==> config.mk <==
export PLATFORM = sky130hd
export DESIGN_NAME = cnu_row_scheduler
export DESIGN_NICKNAME = d
export VERILOG_FILES = /design/src/rtl/cnu_row_scheduler.sv
export SDC_FILE = /design/constraint.sdc
export NUM_CORES = 1
export LEC_CHECK = 0
export ABC_CLOCK_PERIOD_IN_PS = 2050
export BUFFER_PORTS_ARGS = -buffer_cell sky130_fd_sc_hd__buf_2
export CAP_MARGIN = 25
export CELL_PAD_IN_SITES_DETAIL_PLACEMENT = 0
export CELL_PAD_IN_SITES_GLOBAL_PLACEMENT = 2
export CORE_ASPECT_RATIO = 0.9
export CORE_MARGIN = 8
export CORE_UTILIZATION = 36
export CTS_CLUSTER_SIZE = 10
export DETAILED_ROUTE_END_ITERATION = 10
export PLACE_DENSITY = 0.79
export SYNTH_ARGS = -nofsm -noshare
export SYNTH_HDL_FRONTEND = slang
export SYNTH_SLANG_ARGS = --single-unit
==> constraint.sdc <==
create_clock -name clk -period 2.05 [get_ports clk]
set_clock_uncertainty 0.05 [all_clocks]
set_input_delay 0.205 -clock clk [delete_from_list [all_inputs] [get_ports clk]]
set_output_delay 0.205 -clock clk [all_outputs]
set_load 0.05 [all_outputs]
==> src/rtl/cnu_row_scheduler.sv <==
// cnu_row_scheduler
//
// Sequences the pipelined check-node message generator over every check row
// of the parity-check matrix, one decoding iteration at a time.
//
//   clk         single clock, rising edge
//   rst         synchronous, active-low reset
//   start       one-cycle request to begin decoding (sampled only in IDLE)
//   max_iter    iteration limit, sampled with start; 0 behaves as 1
//   hold        pauses row issue for this cycle (memory port conflict)
//   row_parity  syndrome bit of the row being written back (valid with wr_en)
//   rd_en       row memory read strobe
//   rd_addr     row being read (0 when rd_en=0)
//   cnu_vld     check-node input valid, rd_en delayed one cycle
//   wr_en       compressed-message write-back strobe
//   wr_addr     row being written back (0 when wr_en=0)
//   busy        high in every state except IDLE
//   done        one-cycle completion pulse
//   converged   zero syndrome reached; held until the next accepted start
//   iter_count  iterations completed; held until the next accepted start
module cnu_row_scheduler #(
    parameter int NROWS   = 64,
    parameter int AW      = 6,
    parameter int CNU_LAT = 7,
    parameter int IW      = 5
) (
    input  logic          clk,
    input  logic          rst,
    input  logic          start,
    input  logic [IW-1:0] max_iter,
    input  logic          hold,
    input  logic          row_parity,
    output logic          rd_en,
    output logic [AW-1:0] rd_addr,
    output logic          cnu_vld,
    output logic          wr_en,
    output logic [AW-1:0] wr_addr,
    output logic          busy,
    output logic          done,
    output logic          converged,
    output logic [IW-1:0] iter_count
);

    localparam logic [2:0] S_IDLE  = 3'd0;
    localparam logic [2:0] S_ISSUE = 3'd1;
    localparam logic [2:0] S_DRAIN = 3'd2;
    localparam logic [2:0] S_EVAL  = 3'd3;
    localparam logic [2:0] S_DONE  = 3'd4;

    // One stage for the cnu_vld register plus CNU_LAT stages through the
    // check node; the last stage lines up with the emerging message.
    localparam int DEPTH = CNU_LAT + 1;

    logic [2:0]       state;
    logic [AW-1:0]    row;
    logic [IW-1:0]    limit;
    logic             syndrome;
    logic [DEPTH-1:0] vld_sr;
    logic [AW-1:0]    addr_sr [DEPTH];

    logic             last_row;
    logic             pipe_empty_next;
    logic [IW-1:0]    iter_next;

    assign last_row  = (row == AW'(NROWS - 1));
    assign iter_next = iter_count + IW'(1);

    // Every stage except the output one is clear: after this cycle's shift
    // nothing is in flight, so the final write-back is happening now.
    assign pipe_empty_next = (vld_sr[DEPTH-2:0] == '0);

    assign rd_en   = (state == S_ISSUE) && !hold;
    assign rd_addr = rd_en ? row : '0;
    assign cnu_vld = vld_sr[0];
    assign wr_en   = vld_sr[DEPTH-1];
    // Address stages only ever capture a gated rd_addr, so this is already 0
    // whenever wr_en is 0.
    assign wr_addr = addr_sr[DEPTH-1];
    assign busy    = (state != S_IDLE);
    assign done    = (state == S_DONE);

    // NOTE: all state updates below use non-blocking assignments so every
    // register samples the pre-edge values, exactly as the flops will.
    always_ff @(posedge clk) begin
        if (!rst) begin
            state      <= S_IDLE;
            row        <= '0;
            limit      <= '0;
            syndrome   <= 1'b0;
            converged  <= 1'b0;
            iter_count <= '0;
            vld_sr     <= '0;
            // NOTE: the address pipeline is reset too (unlike a data RAM),
            // because wr_addr must read 0 immediately after reset.
            for (int i = 0; i < DEPTH; i++) begin
                addr_sr[i] <= '0;
            end
        end else begin
            // In-flight tracking advances every cycle, independent of state
            // and hold, so hold gaps reappear unchanged on the write side.
            vld_sr     <= {vld_sr[DEPTH-2:0], rd_en};
            addr_sr[0] <= rd_addr;
            for (int i = 1; i < DEPTH; i++) begin
                addr_sr[i] <= addr_sr[i-1];
            end

            if (wr_en && row_parity) begin
                syndrome <= 1'b1;
            end

            case (state)
                S_IDLE: begin
                    if (start) begin
                        limit      <= (max_iter == '0) ? IW'(1) : max_iter;
                        iter_count <= '0;
                        converged  <= 1'b0;
                        syndrome   <= 1'b0;
                        row        <= '0;
                        state      <= S_ISSUE;
                    end
                end

                S_ISSUE: begin
                    if (!hold) begin
                        if (last_row) begin
                            row   <= '0;
                            state <= S_DRAIN;
                        end else begin
                            row <= row + AW'(1);
                        end
                    end
                end

                S_DRAIN: begin
                    if (pipe_empty_next) begin
                        state <= S_EVAL;
                    end
                end

                S_EVAL: begin
                    iter_count <= iter_next;
                    if (!syndrome) begin
                        converged <= 1'b1;
                        state     <= S_DONE;
                    end else if (iter_next == limit) begin
                        converged <= 1'b0;
                        state     <= S_DONE;
                    end else begin
                        // Drain guarantees no write-back lands this cycle,
                        // so clearing here cannot drop a parity bit.
                        syndrome <= 1'b0;
                        row      <= '0;
                        state    <= S_ISSUE;
                    end
                end

                S_DONE: begin
                    state <= S_IDLE;
                end

                default: begin
                    state <= S_IDLE;
                end
            endcase
        end
    end

endmodule

After elaboration in Yosys (flattened, before gate mapping)
Memories as Yosys holds them, arrays and structs flattened.
Cells that the tools add are included.
{ "word_totals": {"ff_bits": 29, "ram_bits": 48, "inputBits": 10, "output_inout_bits": 23, "elab_cells": 81, "mem_count": 1} }
{ "mem_list": {"columns": ["memory", "words", "width", "read_ports", "rd_ports_with_merged_regs", "write_ports", "line_no", "text"], "rows": [
  ["addr_sr", 8, 6, 8, 0, 8, "59", "logic [AW-1:0] addr_sr [DEPTH];"]
]} }
{ "classes": {"add_sub_neg": 2, "eq_ne": 13, "mux": 36, "bitwise_logic": 8, "reduce_logical": 14} }
{ "ops": {"columns": ["op", "count"], "rows": [
  ["6-bit 2-to-1 mux", 14],
  ["3-bit 2-to-1 mux", 6],
  ["6-bit case mux with 3 select lines", 1],
  ["2-bit inequality test (second input constant)", 6],
  ["3-bit case mux with 4 select lines", 1],
  ["5-bit 2-to-1 mux", 2],
  ["5-bit case mux with 2 select lines", 1],
  ["1-bit 2-to-1 mux", 9],
  ["1-bit bitwise OR", 8],
  ["7-bit logical NOT", 1],
  ["6-bit by 1-bit adder with 6-bit output (second input constant)", 1],
  ["3-bit by 2-bit equality test with 1-bit output (second input constant)", 2],
  ["6-bit equality test (second input constant)", 1],
  ["3-bit nonzero test", 2],
  ["5-bit by 1-bit adder with 5-bit output (second input constant)", 1],
  ["5-bit equality test", 1],
  ["5-bit logical NOT", 1],
  ["5-bit AND reduction", 1],
  ["1-bit case mux with 2 select lines", 2],
  ["2-bit AND reduction", 2],
  ["4-bit AND reduction", 1],
  ["3-bit by 1-bit equality test with 1-bit output (second input constant)", 1],
  ["3-bit equality test (second input constant)", 1],
  ["3-bit logical NOT", 1],
  ["other kinds (5)", 6]
]} }

Depth between registers and ports, before layout
{ "depth": {"word_depth": 5, "mapped_depth": 7, "depth_no_buf": 6} }

Worst setup path before layout
OpenSTA, ideal clock, no wires.
{ "synth_path": {"path_kind": "reg2out", "start": "reg state[1]", "end": "out rd_addr[1]", "arrival_time_ns": 2.156, "t_required_ns": 1.795, "setup_slack_ns": -0.361, "path_stages_with_launch": 6, "n_path_buf": 1, "cell_sequence": "dfxtp_1 > buf_6 > nor2_1 > nand2_1 > nor2_1 > and2_1"} }
{ "synth_between": {"elab_chain_cells": 3} }
{ "synth_rtl": {"columns": ["item", "line_no", "text"], "rows": [
  ["from (decl)", "54", "logic [2:0] state;"],
  ["from (signal assigned)", "86", "state <= S_IDLE;"],
  ["from (signal assigned)", "119", "state <= S_ISSUE;"],
  ["from (signal assigned)", "127", "state <= S_DRAIN;"],
  ["3-bit by 1-bit equality test with 1-bit output", "72", "assign rd_en = (state == S_ISSUE) && !hold;"],
  ["1-bit logical AND", "72", null],
  ["named net rd_en", "33", "output logic rd_en,"],
  ["6-bit 2-to-1 mux", "73", "assign rd_addr = rd_en ? row : '0;"],
  ["to (decl)", "34", "output logic [AW-1:0] rd_addr,"]
]} }
The timed path passes the listed nets, and every way through them passes these cells.

Worst setup path after layout
{ "layout_path": {"start": "reg iter_count[0]", "end": "reg row[2]"} }
{ "layout_between": {"elab_chain_cells": 4} }
{ "layout_rtl": {"columns": ["item", "line_no", "text"], "rows": [
  ["from (decl)", "41", "output logic [IW-1:0] iter_count"],
  ["from (signal assigned)", "141", "iter_count <= iter_next;"],
  ["5-bit by 1-bit adder with 5-bit output", "66", "assign iter_next = iter_count + IW'(1);"],
  ["5-bit equality test", "145", "end else if (iter_next == limit) begin"],
  ["2-bit inequality test (no source line)", null, null],
  ["5-bit AND reduction (no source line)", null, null],
  ["to (signal assigned)", "129", "row <= row + AW'(1);"],
  ["to (decl)", "55", "logic [AW-1:0] row;"]
]} }
No other way between the ends.
A chain may end at the register's enable or synchronous reset.

==> results.cfg <==
[run_status]
status = finished, final reports clean

[synth]
synth_xor_area_share_pct = 2.69
synth_compound_area_share_pct = 10.4
synthFlopType = dfxtp_1
synth.top_cells.by_count = dfxtp_1, and2_1, nand2_1
synthArstFlopShare_pct = 0
synth.avg_cell_area_um2 = 10.1
synth-edff-count = 0
ys_ff_latch = 77
syn-cell-area_um2 = 2830
yosysUniqueCellTypes = 49
yosysTopAreaCellShare_pct = 54.4
yosysMostFrequentCell = dfxtp_1
yosys_warnings = 0
yosys-mux-area-fraction_pct = 0.398
synth_fa_ha_area_share_pct = 0.883
synthCells = 280
yosysTopAreaCell = dfxtp_1
synth_top_family_by_area = simple AND/OR/NAND/NOR gates
netlist_top_cells_area = dfxtp_1, and2_1, nand2_1
synth_simple_gate_area_share_pct = 27.2
syn-num-nets = 292
ys_seq_area_share_pct = 54.4

[global_routing]
grt_pass1_wl_mm = 9.07
use_met1_pct = 14.2
antenna_found_initial = 0
use_met2_pct = 14.1
gr-total-overflow = 0
grtUsageMet3_pct = 4.80
grt_max_degree = 58
track_usage_pct = 10.5
grt_pass1_vias = 1852
grt_most_used_layer = met1

[routing]
route.detailed.drc = 0
firstDrtPassIters = 4
wl_mm = 5.45
via_per_inst = 4.75
routedWlPerCell_um = 13.2
antenna_left = 0
drt_iter0_drc = 82
dr_total_vias = 1966

[floorplan]
die_x_um = 110
initial_utilization_pct = 37.4
die_area_um2 = 11000
ios = 33
core.rowCount = 30
core_area_um2 = 7580
die_y_um = 100

[critical_path]
critPathKind = reg2reg
crit_chain = ha_2 > xor2_1 > nor2_1 > o31ai_4 > o22ai_1 > a32o_1
rr_startpoint = iter_count[0]
r2r_slack_ns = 0.15
crit_path_start_kind = register
crit_fanout = 7
slowest_stage = dfxtp_2
r2r_cells = 6
critical_path.endpoint_type = register
endpoint = row[2]
reg2reg_to = row[2]
worstPathRequired_ns = 2.24
critical_path_arrival_ns = 2.08
slowest_delay_ns = 0.39
startpoint = iter_count[0]

[cells_and_area]
nFillCells = 750
area_delta_synth_final_pct = 16.8
drive_above_1_share_pct = 23.3
fin_nets = 325
n_antenna_cell = 0

[sta]
drv_slew = 0
setup_tns_ns = 0
final-setup-viol-count = 0
hold_viol = 0
relSlewSlack_pct = 62.7
max_freq_mhz = 526
rsz0062_at_grt = false
fin_crit_ns = 1.90
worst_pin_slew_ns = 0.555
period_share_pct = 92.7

[power_and_ir_drop]
powerDensity_nw_per_um2 = 905
ir_drop_uv = 362
p_leak_nw = 1.37
finalPower_w = 0.00299

[place]
gp_congestion = 0.751
port_buffers = 32
hpwl_mm = 3.72

[clocking]
hold_buffers = 0
clk_path_buf_depth = 2
tritoncts = done
clkTransAtPathRegs_ns = 0.09
cts_made_buffers = 9
clock_latency_ns = 0.34
h-tree-depth = 3
root_buffer = clkbuf_8
cts.sinks = 77

[hold_path]
hold_depth = 3
min_path_type = in2reg
hp-start = max_iter[2]

[run]
maxCapViolCount = 0
## flip-flops by register name (all words and copies together) (netlist names)
| signal | flops |
|---|---|
| addr_sr | 48 |
| vld_sr | 8 |
| row | 6 |
| iter_count | 5 |
| limit | 5 |
| state | 3 |
| converged | 1 |
| syndrome | 1 |
## layout by cell type (no fill, tap or decap), types with 2 or more instances in the layout
cell type	count
or3_1	2
clkbuf_8	9
o22ai_1	2
inv_1	4
nor2b_1	5
buf_4	10
and2_1	60
o2111ai_1	2
nor2_2	2
o21ai_0	2
nor4_1	5
nor3b_1	3
clkbuf_4	4
dfxtp_1	73
dfxtp_2	4
buf_2	26
nand4_1	2
a32o_1	4
o21ai_1	3
inv_6	3
and3_1	2
nand3_1	7
xnor2_1	2
nor3_1	8
nand2b_1	2
nor2_1	8
xnor2_2	2
o21a_1	3
a21oi_1	12
xor2_1	3
nand2_1	18
## logic make-up after synthesis
family,Yosys count
compound gates,38
xor+xnor,7
fa+ha+maj,2
buf+inv,22
flops,77
mux,1
simple gates,133
## power breakdown
group	switching, W	leakage [nW]	internal (W)
combinational	0.000174	0.643	0.000103
clock	0.000591	0.103	0.000582
sequential	0.0000275	0.623	0.00152
## final cells by class
cell class	count	area, um^2	area share (%)
tap	96	120	3.63
clock inverter	7	80.1	2.42
clock buffer	9	124	3.74
multi-input combinational	181	1190	35.9
sequential	77	1550	46.7
timing repair buffer	40	235	7.11
inverter	4	15.0	0.454
## worst min-delay path by stage
stage,endpoint,slack (ns)
3_5_place_dp,addr_sr[0][20],0.37
5_1_grt,limit[2],0.04
3_3_place_gp,addr_sr[1][0],0.36
6_report,limit[2],0.06
2_1_floorplan,addr_sr[0][0],0.23
4_1_cts,limit[2],0.04
## repair_timing
action / in CTS / in global routing
setup buffers: 1 / 0
gates resized for setup: 1 / 10
endpoints found under the setup margin: 5 / 10
pin swaps: 1 / 2
endpoints found under the hold margin: 0 / 0
## stage by stage
stage / hold WS [ns] / setup slack, ns / area [um^2] / instances / utilization [%]
floorplan: 0.234 / -0.0360 / 2840 / 280 / -
global placement: 0.363 / 0.136 / 3080 / 397 / 40.6
detailed placement: 0.367 / 0.0653 / 3080 / 397 / 40.6
CTS: 0.0396 / 0.0160 / 3290 / 414 / 43.4
global route: 0.0439 / 0.0531 / 3310 / 414 / 43.6
finish: 0.0582 / 0.150 / 3310 / 414 / 43.6
## layer usage
layer  routed length, um  vias up  part of all wire (%)
met3                 420        5                   7.7
met5                   0        -                     0
met2                2170       50                    40
li1                    -     1016                     -
met1                2820      895                    52
met4                  42        0                  0.77
## critical path: cells and delay by family (launching register included)
family / cells / cell delay [ns]
compound gates: 3 / 0.78
flops: 1 / 0.39
fa+ha+maj: 1 / 0.27
xor+xnor: 1 / 0.20
simple gates: 1 / 0.09
Power figures use the tool's default switching activity.
